`config.mk`:
```
export PLATFORM = sky130hd
export DESIGN_NAME = intersection_controller_flat
export DESIGN_NICKNAME = d
export VERILOG_FILES = /design/src/rtl/intersection_controller_if.sv /design/src/rtl/intersection_controller.sv /design/src/flat_wrapper.sv
export SDC_FILE = /design/constraint.sdc
export NUM_CORES = 1
export LEC_CHECK = 0
export CORE_MARGIN = 4
export CORE_UTILIZATION = 31
export DETAILED_ROUTE_END_ITERATION = 7
export HOLD_SLACK_MARGIN = 0.02
export SYNTH_ARGS = -nofsm -noshare
export SYNTH_HDL_FRONTEND = slang
export SYNTH_SLANG_ARGS = --single-unit
```
`constraint.sdc`:
```
create_clock -name clk -period 3.6 [get_ports clk]
set_input_delay 1.08 -clock clk [delete_from_list [all_inputs] [get_ports clk]]
set_output_delay 1.08 -clock clk [all_outputs]
set_load 0.02 [all_outputs]
```
`src/rtl/intersection_controller_if.sv`:
```
// Signal bundle between the intersection controller and its environment.
//   car_ew      : east-west vehicle waiting (level)
//   ped_req     : pedestrian button pulse
//   emerg       : emergency all-red override (level)
//   ns_light    : north-south light, 00 red / 01 yellow / 10 green
//   ew_light    : east-west light, same encoding
//   walk        : pedestrian walk indication
//   state       : current controller state code
//   ped_pending : latched pedestrian request not yet served
// master drives the request inputs; slave is the controller.
interface intersection_controller_if;
    logic       car_ew;
    logic       ped_req;
    logic       emerg;
    logic [1:0] ns_light;
    logic [1:0] ew_light;
    logic       walk;
    logic [2:0] state;
    logic       ped_pending;

    modport master (
        output car_ew, ped_req, emerg,
        input  ns_light, ew_light, walk, state, ped_pending
    );

    modport slave (
        input  car_ew, ped_req, emerg,
        output ns_light, ew_light, walk, state, ped_pending
    );
endinterface

```
`src/rtl/intersection_controller.sv`:
```
// Two-way intersection sequencer: timed NS/EW phases, EW car sensor,
// latched pedestrian request with a walk phase, emergency all-red override.
// Ports:
//   clk   : rising-edge clock
//   rst_n : synchronous active-low reset
//   io    : intersection_controller_if.slave (requests in, lights/status out)
// Lights are registered alongside the state so they always match its decode.
module intersection_controller #(
    parameter int GREEN_CYC  = 8,
    parameter int YELLOW_CYC = 2,
    parameter int ALLRED_CYC = 1,
    parameter int PED_CYC    = 4,
    parameter int CNT_W      = 4
) (
    input  logic                      clk,
    input  logic                      rst_n,
    intersection_controller_if.slave  io
);

    localparam logic [1:0] L_RED = 2'b00;
    localparam logic [1:0] L_YEL = 2'b01;
    localparam logic [1:0] L_GRN = 2'b10;

    typedef enum logic [2:0] {
        S_NS_G  = 3'd0,
        S_NS_Y  = 3'd1,
        S_ALL_R = 3'd2,
        S_EW_G  = 3'd3,
        S_EW_Y  = 3'd4,
        S_WALK  = 3'd5,
        S_EMRG  = 3'd6
    } state_t;

    state_t             state_q, state_d;
    logic [CNT_W-1:0]   timer_q, timer_d;
    logic               dir_ew_q, dir_ew_d;   // direction served after the next all-red
    logic               ped_q, ped_d;
    logic [1:0]         ns_q, ew_q;
    logic               walk_q;
    logic               expired;

    assign expired = (timer_q == '0);

    function automatic logic [1:0] ns_of(state_t s);
        case (s)
            S_NS_G:  return L_GRN;
            S_NS_Y:  return L_YEL;
            default: return L_RED;
        endcase
    endfunction

    function automatic logic [1:0] ew_of(state_t s);
        case (s)
            S_EW_G:  return L_GRN;
            S_EW_Y:  return L_YEL;
            default: return L_RED;
        endcase
    endfunction

    always_comb begin
        state_d  = state_q;
        timer_d  = timer_q;
        dir_ew_d = dir_ew_q;
        // Requests latch in every state except WALK, EMRG included.
        ped_d    = ped_q | (io.ped_req && state_q != S_WALK);

        if (io.emerg) begin
            state_d = S_EMRG;
        end else if (state_q == S_EMRG) begin
            state_d  = S_ALL_R;
            timer_d  = CNT_W'(ALLRED_CYC - 1);
            dir_ew_d = 1'b0;
        end else if (!expired) begin
            timer_d = timer_q - 1'b1;
        end else begin
            case (state_q)
                S_NS_G: begin
                    // With no demand, rest here with the timer held at 0.
                    if (io.car_ew || ped_q) begin
                        state_d = S_NS_Y;
                        timer_d = CNT_W'(YELLOW_CYC - 1);
                    end
                end
                S_NS_Y: begin
                    state_d  = S_ALL_R;
                    timer_d  = CNT_W'(ALLRED_CYC - 1);
                    dir_ew_d = 1'b1;
                end
                S_EW_G: begin
                    state_d = S_EW_Y;
                    timer_d = CNT_W'(YELLOW_CYC - 1);
                end
                S_EW_Y: begin
                    state_d  = S_ALL_R;
                    timer_d  = CNT_W'(ALLRED_CYC - 1);
                    dir_ew_d = 1'b0;
                end
                S_ALL_R: begin
                    if (ped_q) begin
                        state_d = S_WALK;
                        timer_d = CNT_W'(PED_CYC - 1);
                        ped_d   = 1'b0;   // clear beats a same-edge set
                    end else begin
                        state_d = dir_ew_q ? S_EW_G : S_NS_G;
                        timer_d = CNT_W'(GREEN_CYC - 1);
                    end
                end
                S_WALK: begin
                    state_d = dir_ew_q ? S_EW_G : S_NS_G;
                    timer_d = CNT_W'(GREEN_CYC - 1);
                end
                default: begin
                    // Illegal code recovers through a clearance phase.
                    state_d = S_ALL_R;
                    timer_d = CNT_W'(ALLRED_CYC - 1);
                end
            endcase
        end
    end

    always_ff @(posedge clk) begin
        if (!rst_n) begin
            state_q  <= S_ALL_R;
            timer_q  <= CNT_W'(ALLRED_CYC - 1);
            dir_ew_q <= 1'b0;
            ped_q    <= 1'b0;
            ns_q     <= L_RED;
            ew_q     <= L_RED;
            walk_q   <= 1'b0;
        end else begin
            state_q  <= state_d;
            timer_q  <= timer_d;
            dir_ew_q <= dir_ew_d;
            ped_q    <= ped_d;
            ns_q     <= ns_of(state_d);
            ew_q     <= ew_of(state_d);
            walk_q   <= (state_d == S_WALK);
        end
    end

    assign io.ns_light    = ns_q;
    assign io.ew_light    = ew_q;
    assign io.walk        = walk_q;
    assign io.state       = state_q;
    assign io.ped_pending = ped_q;

endmodule

```
`src/flat_wrapper.sv`:
```
// flat-port wrapper written by rule: the top's interface ports become plain ports
module intersection_controller_flat 
#(
    parameter int GREEN_CYC  = 8,
    parameter int YELLOW_CYC = 2,
    parameter int ALLRED_CYC = 1,
    parameter int PED_CYC    = 4,
    parameter int CNT_W      = 4
)
  (clk, rst_n, io_car_ew, io_ped_req, io_emerg, io_ns_light, io_ew_light, io_walk, io_state, io_ped_pending);
  intersection_controller_if io_i ();
  input  logic clk;
  input  logic rst_n;
  input wire logic [$bits(io_i.car_ew)-1:0] io_car_ew;
  input wire logic [$bits(io_i.ped_req)-1:0] io_ped_req;
  input wire logic [$bits(io_i.emerg)-1:0] io_emerg;
  output wire logic [$bits(io_i.ns_light)-1:0] io_ns_light;
  output wire logic [$bits(io_i.ew_light)-1:0] io_ew_light;
  output wire logic [$bits(io_i.walk)-1:0] io_walk;
  output wire logic [$bits(io_i.state)-1:0] io_state;
  output wire logic [$bits(io_i.ped_pending)-1:0] io_ped_pending;
  assign io_i.car_ew = io_car_ew;
  assign io_i.ped_req = io_ped_req;
  assign io_i.emerg = io_emerg;
  assign io_ns_light = io_i.ns_light;
  assign io_ew_light = io_i.ew_light;
  assign io_walk = io_i.walk;
  assign io_state = io_i.state;
  assign io_ped_pending = io_i.ped_pending;
  intersection_controller #(.GREEN_CYC(GREEN_CYC), .YELLOW_CYC(YELLOW_CYC), .ALLRED_CYC(ALLRED_CYC), .PED_CYC(PED_CYC), .CNT_W(CNT_W)) u_core (.clk(clk), .rst_n(rst_n), .io(io_i));
endmodule
```
## After elaboration in Yosys (flattened, before gate mapping)

Index checks and enable logic that the tools add are counted.

- Memories: 0
- Output and inout bits: 9
- Register bits: 14
- Latch bits: 0
- Word-level logic and storage cells: 53
- Memory bits (read-only): 0
- Bits in writable memories: 0

- Bitwise gates (word level): 2
- Magnitude comparators: 0
- Shift operators: 0
- Add/sub/neg operators: 1
- Equal/unequal tests: 12
- $mul: 0
- Reduce and logical (&&, ||, !) cells: 9
- Divide/modulo/power cells: 0
- Mux-type cells: 22

Operators by type and width:

| cell | number |
|---|---|
| 2-to-1 mux 3 bit | 6 |
| one-hot mux 4 bit (4 select lines) | 1 |
| == test 3 bit (second input constant) | 5 |
| 2-to-1 mux 4 bit | 3 |
| one-hot mux 3 bit (4 select lines) | 1 |
| == test 3 x 2 -> 1 bit (second input constant) | 3 |
| one-hot mux 2 bit (2 select lines) | 2 |
| 2-to-1 mux 1 bit | 7 |
| == test 3 x 1 -> 1 bit (second input constant) | 2 |
| logical NOT 3 bit | 2 |
| logical NOT 4 bit | 1 |
| inequality test 4 bit (second input constant) | 1 |
| subtractor 4 x 1 -> 4 bit (second input constant) | 1 |
| inequality test 3 bit (second input constant) | 1 |
| AND reduction 3 bit | 1 |
| nonzero test 3 bit | 1 |
| 2-to-1 mux 2 bit | 1 |
| one-hot mux 1 bit (2 select lines) | 1 |
| AND reduction 2 bit | 1 |
| nonzero test 2 bit | 1 |
| logical AND 1 bit | 1 |
| logical OR 1 bit | 1 |
| NOT 1 bit | 1 |
| bitwise OR 1 bit | 1 |

## Logic depth before layout (Yosys ltp)

Gate-level depths: netlist of the first run.

- Depth in word-level cells: 8
- Depth in mapped cells: 7

## Worst setup path before layout of the first run

OpenSTA, ideal clock, no wires.

- Kind: input -> register
- Start point: in io_emerg
- End point: reg u_core.timer_q[3]
- Data arrival time: 1.863 ns
- Path slack: 1.661 ns
- Setup time: 0.076 ns
- Stages: 3
- Path through: clkbuf_1 -> or4_1 -> a21boi_0

- Longest elaborated chain between the ends: 2

RTL lines:

| what | RTL line | RTL |
|---|---|---|
| start, declared | flat_wrapper.sv:16 | `input wire logic [$bits(io_i.emerg)-1:0] io_emerg;` |
| NOT 1 bit (no source line) | - |  |
| AND reduction 2 bit (no source line) | - |  |
| end signal, assigned | intersection_controller.sv:124 | `timer_q <= CNT_W'(ALLRED_CYC - 1);` |
| end signal, assigned | intersection_controller.sv:132 | `timer_q <= timer_d;` |
| end, declared | intersection_controller.sv:35 | `logic [CNT_W-1:0] timer_q, timer_d;` |

Every way passes these cells.
A chain may end at the register's enable or synchronous reset.

## Worst setup path after layout of the first run

- Start point: reg u_core.state_q[1], in the netlist u_core.io.state[1]
- End point: out io_state[1]

RTL lines:

| what | RTL line | RTL |
|---|---|---|
| start, declared | intersection_controller.sv:34 | `state_t state_q, state_d;` |
| start signal, assigned | intersection_controller.sv:131 | `state_q <= state_d;` |
| end, declared | flat_wrapper.sv:20 | `output wire logic [$bits(io_i.state)-1:0] io_state;` |

No word-level cell between the ends.

==> results of run 1 <==
-- layout make-up --
type                            instances  area, µm²  area share, %
Tap cell                               31       38.8           3.61
Timing Repair Buffer                   13        130           12.1
Sequential cell                        14        280           26.1
Multi-Input combinational cell         78        563           52.4
Clock buffer                            4       36.3           3.38
Inverter                                7       26.3           2.44
-- final timing paths --
| kind | slack [ns] | to | depth (start not counted) | start |
|---|---|---|---|---|
| min | 0.58 | u_core.timer_q[3] | 2 | u_core.timer_q[3] |
| max reg2reg | 1.57 | u_core.io.state[2] | 6 | u_core.timer_q[0] |
| min reg2reg | 0.58 | u_core.timer_q[3] | 2 | u_core.timer_q[3] |
| max | 0.76 | io_state[1] | 1 | u_core.io.state[1] |
-- per-stage QoR --
stage	power [mW]	hold slack (ns)	instance area [µm²]
after floorplan	0.372	0.519	912
after global placement	0.413	0.568	1040
after detailed placement	0.415	0.559	1040
after CTS	0.531	0.578	1070
after global routing	0.570	0.603	1070
final	0.526	0.575	1070
-- state kept, by name (all words and copies together) (netlist names) --
signal and cells:
u_core.timer_q 4, u_core.io.state 3, u_core.io.ew_light 2, u_core.io.ns_light 2
u_core.dir_ew_q 1, u_core.io.ped_pending 1, u_core.io.walk 1
-- power by group --
| group | internal (mW) | total, mW | switching, mW |
|---|---|---|---|
| Clock | 0.0615 | 0.114 | 0.0526 |
| Combinational | 0.0981 | 0.212 | 0.114 |
| Sequential | 0.170 | 0.200 | 0.0296 |
-- per-layer routing --
| metal | share of wire (%) | routed length [µm] | global-route usage [%] | vias to the layer above |
|---|---|---|---|---|
| met5 | 0 | 0 | 0 | - |
| met4 | 0 | 0 | 1.63 | 0 |
| met3 | 9.5 | 199 | 4.86 | 0 |
| met2 | 46 | 964 | 17.4 | 35 |
| met1 | 45 | 935 | 16.2 | 402 |
| li1 | - | - | - | 419 |
-- cells by family after synthesis --
family,count (synthesis)
flip-flops,14
multiplexers,1
AND/OR/NAND/NOR,39
AO/OA/AOI/OAI,36
buffers and inverters,14
adder cells (fa/ha/maj),2
-- layout by cell type (no fill, tap or decap), types with 2 or more instances in the layout --
| master | count |
|---|---|
| nor2b_1 | 4 |
| nand2_1 | 6 |
| o31ai_1 | 2 |
| a21oi_1 | 5 |
| nor4_2 | 2 |
| o21a_1 | 4 |
| and2_1 | 2 |
| nand2b_1 | 4 |
| a211oi_1 | 4 |
| nor3b_1 | 2 |
| inv_1 | 7 |
| o21ai_0 | 5 |
| dfxtp_1 | 14 |
| nor4_1 | 2 |
| o21ai_1 | 2 |
| a21boi_0 | 2 |
| nor2_1 | 3 |
| clkbuf_4 | 3 |
| clkdlybuf4s50_1 | 13 |
| nand3b_1 | 3 |
==> key figures, run 1 <==
Setup path
  • Top delay family on crit path: flip-flops
  • Max stage delay on crit path: 0.75 ns
  • Critical path type: reg -> out
  • Crit-path cells: clkdlybuf4s50_1
  • Crit end category: output pin
  • Crit path max fanout: 21
  • Worst path bufs/invs: 1
  • Worst Path Required: 2.52 ns
  • Startpoint types: flop
  • Worst endpoint data arrival time: 1.76 ns
  • Slowest stage cell, crit path: dfxtp_1

Timing
  • Worst-margin pin slew: 0.685 ns
  • Final Skew: 0.00122 ns
  • Max Clock Freq: 0.353 GHz
  • Endpoints failing hold: 0
  • RSZ-0062 raised after global routing: false
  • Period utilization: 78.8%
  • Slew Limit Fails: 0
  • Post-route setup TNS: 0 ns
  • Setup slack after layout: 0.764 ns
  • Final setup vio count: 0
  • Min cycle time layout: 2.84 ns
  • Headroom to the max-slew limit: 53.7%

Power
  • VDD IR-drop max: 0.000332 V
  • PwrDens: 489 nW/µm²
  • Pleak: 0.382 nW

Routing
  • Post-route DRC violation count: 0
  • Post-route ant nets: 0
  • Pre-antenna DRT Iters: 4
  • Initial drt markers: 35
  • Drt via density: 5.82
  • Routed wire per std cell: 14.3 µm
  • Total Wirelength: 2100 µm
  • Vias: 856

Synth
  • Post-Synth Adder-Cell Area: 2.47%
  • Post-synthesis sequential area ratio: 30.7%
  • Simple-Gate Fraction of Synth Area: 29.1%
  • Synth cell types: 47
  • Top post-synthesis cells by area: dfxtp_1 31%, a211oi_1 3.3%, o21a_1 3.3%
  • Mapped Nets: 112
  • Most frequent cell after synthesis: dfxtp_1
  • Seq cells post-synth: 14
  • Combinational family with the most area after synthesis: simple AND/OR/NAND/NOR gates
  • Synth async-reset ratio: 0%
  • Compound-Gate Fraction of Synth Area: 29.1%
  • Mapped Cells: 106
  • Top FF cell, synth: dfxtp_1
  • Number of synthesized flops with an enable pin: 0
  • Cell accounting for the most synthesized area: dfxtp_1
  • Post-synthesis mux area share: 1.10%
  • Share of the synthesized area in the top cell type: 30.7%
  • Post-Syn Area per Cell: 8.60 µm²
  • Ys Warns: 0
  • Leading cell types by count after synthesis: 14 x dfxtp_1, 7 x inv_1, 6 x nand2_1
  • Post-synthesis xor/xnor area fraction: 0%
  • Post-Synthesis Cell Area: 912 µm²

Clocking
  • Number of H-tree levels: 1
  • Hold buffer count at CTS: 0
  • Worst-Skew Late Latency: 0.28 ns
  • Clock root cell: clkbuf_4
  • Clock transition at path regs: 0.09 ns
  • Post-CTS Setup Bufs: 0
  • Clk buf depth: 2
  • CTS buffer count: 3
  • Post_cts resized: 0
  • # clock sinks: 14
  • CTS tree: yes

Cells and area
  • Fillers: 286
  • Ratio of cells with drive above 1 in the final layout: 12.1%
  • Finished Core Util: 38.6%
  • Final Instance Count excl. Fillers: 147
  • Nets: 123
  • Post-synthesis to final-layout area growth: 17.8%
  • Ant diodes: 0

Floorplanning
  • CORE AREA: 2780 µm²
  • Io pins: 14
  • Die Ht: 62.2 µm
  • Die footprint: 3870 µm²
  • Initial Utilization: 32.8%
  • FP Rows: 19
  • Die Span X: 62.2 µm

Global route
  • First-pass GRT wire length: 3820 µm
  • Initial antenna violation count: 0
  • All-Layer GR Usage: 11.7%
  • Largest net degree at the start of global routing: 22
  • Grt ovf: 0
  • Vias in the first global route: 798

Placement
  • GP Congestion: 0.825
  • Hpwl dp: 1540 µm
  • Placed Cells: 143
  • Worst slack at placement: 1.08 ns
  • Number of I/O port buffers: 13

Flow run
  • Max-Cap Viols: 0

Min path
  • Worst hold path type: reg -> reg

Status
  • Status: complete, no violations
Note: power is estimated with default switching activity, not from simulation.
==> run 2: changes to the inputs <==
==> constraint.sdc (replaced) <==
create_clock -name clk -period 2.74 [get_ports clk]
set_input_delay 0.822 -clock clk [delete_from_list [all_inputs] [get_ports clk]]
set_output_delay 0.822 -clock clk [all_outputs]
set_load 0.02 [all_outputs]
==> run 2 against run 1 <==
  * Total power up 34%
  * Routed wire length up 4.3%
  * Via count up 0.47%
  * Critical path depth unchanged
  * Hold slack better by 0.0053 ns
  * Sequential power up 25%
  * Design area up 2.1%
  * Clock skew about the same
  * Core utilization up 0.81 points
  * Combinational power up 41%
  * Global-route usage up 0.52 points
==> key figures, run 2 (same netlist as run 1, synthesis figures left out) <==
Setup path
  • Worst endpoint data arrival time: 1.65 ns (was 1.76 ns)
  • Reg-to-reg endpoint: u_core.io.state[2] (unchanged)
  • Crit-path cells: clkdlybuf4s50_1 (unchanged)
  • Max stage delay on crit path: 0.71 ns (was 0.75 ns)
  • Worst path bufs/invs: 1 (unchanged)
  • R2R cell count: 6 (unchanged)
  • Slowest stage cell, crit path: clkdlybuf4s50_1 (was dfxtp_1)
  • Startpoint types: flop (unchanged)
  • Worst Path Required: 1.92 ns (was 2.52 ns)
  • Crit path max fanout: 16 (was 21)
  • R2R setup slack: 0.70 ns (was 1.57 ns)
  • Reg2reg start: u_core.timer_q[0] (unchanged)
  • Critical path capture point: io_state[2] (was io_state[1])
  • WP depth: 1 (unchanged)
  • Setup crit start: u_core.io.state[2] (was u_core.io.state[1])
  • Critical path type: reg -> out (unchanged)
  • Crit end category: output pin (unchanged)
  • Top delay family on crit path: buffers and inverters (was flip-flops)

Min path
  • HP Start: u_core.timer_q[3] (unchanged)
  • Worst hold path type: reg -> reg (unchanged)

Clocking
  • Clk buf depth: 2 (unchanged)
  • Post-CTS Setup Bufs: 0 (unchanged)
  • CTS tree: yes (unchanged)
  • CTS buffer count: 3 (unchanged)
  • Number of H-tree levels: 1 (unchanged)
  • Clock root cell: clkbuf_4 (unchanged)
  • # clock sinks: 14 (unchanged)
  • Worst-Skew Late Latency: 0.29 ns (was 0.28 ns)
  • Post_cts resized: 0 (unchanged)
  • Hold buffer count at CTS: 0 (unchanged)
  • Clock transition at path regs: 0.09 ns (about the same)

Global route
  • Vias in the first global route: 839 (was 798)
  • Largest net degree at the start of global routing: 21 (was 22)
  • All-Layer GR Usage: 12.2% (was 11.7%)
  • Grt ovf: 0 (unchanged)
  • Initial antenna violation count: 0 (unchanged)
  • First-pass GRT wire length: 3970 µm (was 3820 µm)

Routing
  • Total Wirelength: 2190 µm (was 2100 µm)
  • Post-route ant nets: 0 (unchanged)
  • Drt via density: 5.73 (was 5.82)
  • Post-route DRC violation count: 0 (unchanged)
  • Pre-antenna DRT Iters: 4 (unchanged)
  • Routed wire per std cell: 14.6 µm (was 14.3 µm)
  • Vias: 860 (was 856)
  • Initial drt markers: 14 (was 35)

Timing
  • Slew Limit Fails: 0 (unchanged)
  • Max Clock Freq: 0.405 GHz
  • Post-route setup TNS: 0 ns (unchanged)
  • Min cycle time layout: 2.47 ns
  • Final Skew: 0.00123 ns (was 0.00122 ns)
  • Worst-margin pin slew: 0.634 ns (was 0.685 ns)
  • Endpoints failing hold: 0 (unchanged)
  • RSZ-0062 raised after global routing: false (unchanged)
  • Period utilization: 90.1%
  • Headroom to the max-slew limit: 57.1% (was 53.7%)
  • Final setup vio count: 0 (unchanged)

Floorplanning
  • FP Rows: 19 (unchanged)
  • Die Span X: 62.2 µm (unchanged)
  • Initial Utilization: 32.8% (unchanged)
  • Io pins: 14 (unchanged)
  • CORE AREA: 2780 µm² (unchanged)
  • Die Ht: 62.2 µm (unchanged)
  • Die footprint: 3870 µm² (unchanged)

Power
  • P_int: 0.438 mW (was 0.330 mW)
  • Flop pwr share: 35.6% (was 38.0%)
  • Design Power: 0.702 mW (was 0.526 mW)
  • Switching power share of the total: 37.6% (was 37.2%)
  • Clock power share: 22.0% (was 21.7%)
  • P_sw: 0.264 mW (was 0.196 mW)
  • PwrDens: 640 nW/µm² (was 489 nW/µm²)
  • VDD IR-drop max: 0.000368 V (was 0.000332 V)
  • Pleak: 0.396 nW (was 0.382 nW)
  • Combinational group share of total power: 42.4% (was 40.3%)

Placement
  • GP Congestion: 0.812 (was 0.825)
  • Number of I/O port buffers: 13 (unchanged)
  • Hpwl dp: 1610 µm (was 1540 µm)

Cells and area
  • Ant diodes: 0 (unchanged)
  • Post-synthesis to final-layout area growth: 20.3% (was 17.8%)
  • Commonest non-fill, non-tap cell in the layout: dfxtp_1 (unchanged)
  • Ratio of cells with drive above 1 in the final layout: 14.3% (was 12.1%)
  • Top reg by flops: u_core.timer_q (unchanged)
  • Fillers: 280 (was 286)
  • Most frequent cells in the layout: 14 x dfxtp_1, 13 x clkdlybuf4s50_1, 7 x inv_1, 6 x nand2_1 (unchanged)
  • Nets: 126 (was 123)
  • Number of flip-flops in the largest register: 4 (unchanged)

Status
  • Status: complete, no violations (unchanged)

Flow run
  • Max-Cap Viols: 0 (unchanged)
-- run 2: changes by cell type in the layout (fill, tap and decap cells not counted) --
cell   before  now
buf_4       0    3
-- run 2: worst reg2reg max path: cells and delay by family (launching register included) --
kind / cells / cell delay, ns
simple gates: 2 / 0.74
compound gates: 2 / 0.51
flops: 1 / 0.33
buf+inv: 1 / 0.07
fa+ha+maj: 1 / 0.27
-- run 2: final cells by class --
cell class,count,area [µm²],share of cell area (%)
Inverter,7,26.3,2.39
Sequential cell,14,280,25.5
Clock buffer,4,36.3,3.31
Timing Repair Buffer,16,153,13.9
Multi-Input combinational cell,78,563,51.3
Tap cell,31,38.8,3.53
-- run 2: worst min path at each step --
stage,end,slack [ns],cells past startpoint
after global placement,u_core.timer_q[3],0.57,2
after global routing,u_core.timer_q[3],0.61,2
after floorplan,u_core.timer_q[3],0.52,2
after detailed placement,u_core.timer_q[3],0.57,2
after CTS,u_core.timer_q[3],0.59,2
final,u_core.timer_q[3],0.58,2
-- run 2: routing by layer --
metal  vias up  GRT usage [%]  part of all wire (%)
met1       414           16.5                    49
met4         0           2.44                  0.41
met5         -              0                     0
met3         3           4.68                   5.4
li1        421              -                     -
met2        22           18.5                    45
-- run 2: through the flow --
stage,hold WS [ns],instance area (µm²),instances,setup WS (ns),util (%)
3_3_place_gp,0.569,1060,146,0.509,38.1
5_1_grt,0.611,1100,150,0.175,39.5
4_1_cts,0.591,1100,150,0.255,39.5
3_5_place_dp,0.574,1060,146,0.512,38.1
2_1_floorplan,0.519,912,106,0.932,-
6_report,0.581,1100,150,0.271,39.5
-- run 2: power groups by stage --
stage | Sequential (mW) | Combinational [mW] | Clock, mW
after floorplan | 0.255 | 0.234 | 0
after global routing | 0.253 | 0.333 | 0.173
final | 0.250 | 0.298 | 0.154
after detailed placement | 0.254 | 0.296 | 0
after CTS | 0.250 | 0.297 | 0.161
after global placement | 0.253 | 0.295 | 0
==> run 3: changes to the inputs <==
--- a/config.mk
+++ b/config.mk
@@ -5,6 +5,8 @@
 export SDC_FILE = /design/constraint.sdc
 export NUM_CORES = 1
 export LEC_CHECK = 0
+export ABC_AREA = 1
+export CAP_MARGIN = 15
 export CORE_MARGIN = 4
 export CORE_UTILIZATION = 31
 export DETAILED_ROUTE_END_ITERATION = 7
==> run 3 against run 2 <==
  * Area after synthesis decreased by 8.1%
  * Combinational power decreased by 20%
  * Clock skew increased by 0.0090 ns
  * Synthesized cell count increased by 14%
  * Register-to-register slack improved by 0.48 ns
  * Routed wire length decreased by 14%
  * Clock power decreased by 5%
  * Maximum frequency increased by 8.9%
  * Critical endpoint is now io_state[1]
  * Worst setup slack improved by 0.20 ns
  * Core utilization increased by 1.7 points
  * Cell count increased by 12%
==> key figures, run 3 <==
Timing
  • Max Clock Freq: 0.441 GHz (was 0.405 GHz)
  • Headroom to the max-slew limit: 79.0% (was 57.1%)
  • RSZ-0062 raised after global routing: false (unchanged)
  • Final Skew: 0.0102 ns (was 0.00123 ns)
  • Final setup vio count: 0 (unchanged)
  • Period utilization: 82.8% (was 90.1%)
  • Min cycle time layout: 2.27 ns (was 2.47 ns)
  • Post-route setup TNS: 0 ns (unchanged)
  • Slew Limit Fails: 0 (unchanged)
  • Endpoints failing hold: 0 (unchanged)
  • Worst-margin pin slew: 0.315 ns (was 0.634 ns)

Floorplanning
  • CORE AREA: 2520 µm² (was 2780 µm²)
  • Die footprint: 3600 µm² (was 3870 µm²)
  • Die Span X: 60 µm (was 62.2 µm)
  • Initial Utilization: 33.2% (was 32.8%)
  • Io pins: 14 (unchanged)
  • FP Rows: 18 (was 19)
  • Die Ht: 60 µm (was 62.2 µm)

Power
  • Clock power share: 23.6% (was 22.0%)
  • VDD IR-drop max: 0.000339 V (was 0.000368 V)
  • P_int: 0.390 mW (was 0.438 mW)
  • Pleak: 0.464 nW (was 0.396 nW)
  • PwrDens: 596 nW/µm² (was 640 nW/µm²)
  • Switching power share of the total: 37.0% (was 37.6%)
  • P_sw: 0.229 mW (was 0.264 mW)
  • Flop pwr share: 37.9% (was 35.6%)
  • Combinational group share of total power: 38.5% (was 42.4%)
  • Design Power: 0.619 mW (was 0.702 mW)

Cells and area
  • Fillers: 273 (was 280)
  • Fin area: 1040 µm² (was 1100 µm²)
  • Number of flip-flops in the largest register: 4 (unchanged)
  • Nets: 145 (was 126)
  • Commonest non-fill, non-tap cell in the layout: nand2_1 (was dfxtp_1)
  • Ant diodes: 0 (unchanged)
  • Multi-input logic area: 477 µm² (was 563 µm²)
  • Post-synthesis to final-layout area growth: 23.9% (was 20.3%)
  • Top reg by flops: u_core.timer_q (unchanged)
  • Storage element area: 280 µm² (unchanged)
  • Ratio of cells with drive above 1 in the final layout: 18.8% (was 14.3%)
  • Most frequent cells in the layout: 27 x nand2_1, 14 x nand3_1, 14 x dfxtp_1, 13 x nor2_1, 13 x clkdlybuf4s50_1 (was 14 x dfxtp_1, 13 x clkdlybuf4s50_1, 7 x inv_1, 6 x nand2_1)

Synth
  • Synth async-reset ratio: 0% (unchanged)
  • Leading cell types by count after synthesis: 27 x nand2_1, 14 x dfxtp_1, 14 x nand3_1 (was 14 x dfxtp_1, 7 x inv_1, 6 x nand2_1)
  • Mapped Cells: 121 (was 106)
  • Cell accounting for the most synthesized area: dfxtp_1 (unchanged)
  • Share of the synthesized area in the top cell type: 33.4% (was 30.7%)
  • Most frequent cell after synthesis: nand2_1 (was dfxtp_1)
  • Top post-synthesis cells by area: dfxtp_1 33%, nand2_1 12%, nand3_1 8.4% (was dfxtp_1 31%, a211oi_1 3.3%, o21a_1 3.3%)
  • Post-Syn Area per Cell: 6.93 µm² (was 8.60 µm²)
  • Top FF cell, synth: dfxtp_1 (unchanged)
  • Post-synthesis sequential area ratio: 33.4% (was 30.7%)
  • Synth cell types: 25 (was 47)
  • Number of synthesized flops with an enable pin: 0 (unchanged)
  • Seq cells post-synth: 14 (unchanged)
  • Mapped Nets: 127 (was 112)
  • Post-Synthesis Cell Area: 838 µm² (was 912 µm²)
  • Ys Warns: 0 (unchanged)

Flow run
  • Max-Cap Viols: 0 (unchanged)

Clocking
  • CTS buffer count: 3 (unchanged)
  • Hold buffer count at CTS: 0 (unchanged)
  • Number of H-tree levels: 1 (unchanged)
  • CTS tree: yes (unchanged)
  • Post-CTS Setup Bufs: 0 (unchanged)
  • Clock transition at path regs: 0.09 ns (about the same)
  • Clock root cell: clkbuf_4 (unchanged)
  • Clk buf depth: 2 (unchanged)
  • # clock sinks: 14 (unchanged)
  • Worst-Skew Late Latency: 0.28 ns (was 0.29 ns)
  • Post_cts resized: 0 (unchanged)

Placement
  • Hpwl dp: 1470 µm (was 1610 µm)
  • Number of I/O port buffers: 13 (unchanged)
  • Placed cell area: 1000 µm² (was 1060 µm²)
  • GP Congestion: 0.859 (was 0.812)

Routing
  • Initial drt markers: 26 (was 14)
  • Total Wirelength: 1890 µm (was 2190 µm)
  • Post-route DRC violation count: 0 (unchanged)
  • Vias: 803 (was 860)
  • Routed wire per std cell: 11.3 µm (was 14.6 µm)
  • Pre-antenna DRT Iters: 4 (unchanged)
  • Post-route ant nets: 0 (unchanged)
  • Drt via density: 4.78 (was 5.73)

Setup path
  • R2R cell count: 8 (was 6)
  • Critical path type: reg -> out (unchanged)
  • Critical path capture point: io_state[1] (was io_state[2])
  • Crit end category: output pin (unchanged)
  • Worst Path Required: 1.92 ns (about the same)
  • Reg-to-reg endpoint: u_core.io.ew_light[0] (was u_core.io.state[2])
  • Max stage delay on crit path: 0.67 ns (was 0.71 ns)
  • Crit-path cells: clkdlybuf4s50_1 (unchanged)
  • Top delay family on crit path: buffers and inverters (unchanged)
  • Slowest stage cell, crit path: clkdlybuf4s50_1 (unchanged)
  • Reg2reg start: u_core.timer_q[0] (unchanged)
  • Startpoint types: flop (unchanged)
  • R2R setup slack: 1.18 ns (was 0.70 ns)
  • Worst path bufs/invs: 1 (unchanged)
  • Setup crit start: u_core.io.state[1] (was u_core.io.state[2])
  • Worst endpoint data arrival time: 1.45 ns (was 1.65 ns)
  • Crit path max fanout: 6 (was 16)
  • WP depth: 1 (unchanged)

Global route
  • Grt ovf: 0 (unchanged)
  • Largest net degree at the start of global routing: 11 (was 21)
  • First-pass GRT wire length: 3190 µm (was 3970 µm)
  • Initial antenna violation count: 0 (unchanged)
  • Vias in the first global route: 719 (was 839)
  • All-Layer GR Usage: 11.9% (was 12.2%)

Min path
  • Worst hold path type: reg -> reg (unchanged)

Status
  • Status: complete, no violations (unchanged)
run 3: cell count changes after synthesis, sizes merged, moves of 4 or more:
cell,delta
inv,+8
nor2b,-4
o21a,-4
nand2,+28
nand2b,-4
nor4,-4
clkbuf,-4
a211oi,-4
nor2,+17
nand3,+16
run 3: final cells by class:
type / instances / area share [%]
Multi-Input combinational cell: 89 / 45.9
Sequential cell: 14 / 27.0
Timing Repair Buffer: 15 / 14.0
Inverter: 16 / 6.02
Tap cell: 30 / 3.61
Clock buffer: 4 / 3.49
run 3: power groups by stage:
| stage | logic (mW) | clock network, mW | registers (mW) |
|---|---|---|---|
| 2_1_floorplan | 0.170 | 0 | 0.248 |
| 3_3_place_gp | 0.235 | 0 | 0.239 |
| 3_5_place_dp | 0.237 | 0 | 0.239 |
| 4_1_cts | 0.239 | 0.151 | 0.234 |
| 5_1_grt | 0.268 | 0.163 | 0.237 |
| 6_report | 0.238 | 0.146 | 0.234 |
run 3: logic make-up after synthesis:
logic type	count (synthesis)	synth area share [%]
AO/OA/AOI/OAI	10	6.87
adder cells (fa/ha/maj)	1	1.49
buffers and inverters	18	9.70
flip-flops	14	33.4
AND/OR/NAND/NOR	78	48.5
run 3: worst min-delay path by stage:
| stage | start | endpoint | cells past startpoint | slack [ns] |
|---|---|---|---|---|
| after floorplan | u_core.timer_q[1] | u_core.timer_q[1] | 2 | 0.46 |
| after global placement | u_core.timer_q[1] | u_core.timer_q[1] | 2 | 0.47 |
| after detailed placement | u_core.timer_q[1] | u_core.timer_q[1] | 2 | 0.48 |
| after CTS | u_core.timer_q[1] | u_core.timer_q[1] | 2 | 0.49 |
| after global routing | u_core.timer_q[3] | u_core.timer_q[3] | 2 | 0.52 |
| final | u_core.timer_q[1] | u_core.timer_q[1] | 2 | 0.49 |
run 3: metal layers:
layer  wire (µm)  up-vias  track usage (%)
met5           0        -                0
met4          31        0             3.80
met3          80        4             3.24
met2         872       21             18.4
met1         905      359             15.8
li1            -      419                -
run 3: per-stage QoR:
stage               setup WS [ns]  util, %  std cells  hold WS [ns]
detailed placement          0.719     39.7        164         0.480
finish                      0.472     41.2        168         0.491
global route                0.413     41.2        168         0.524
global placement            0.733     39.7        164         0.472
floorplan                    1.23        -        121         0.457
CTS                         0.479     41.2        168         0.492
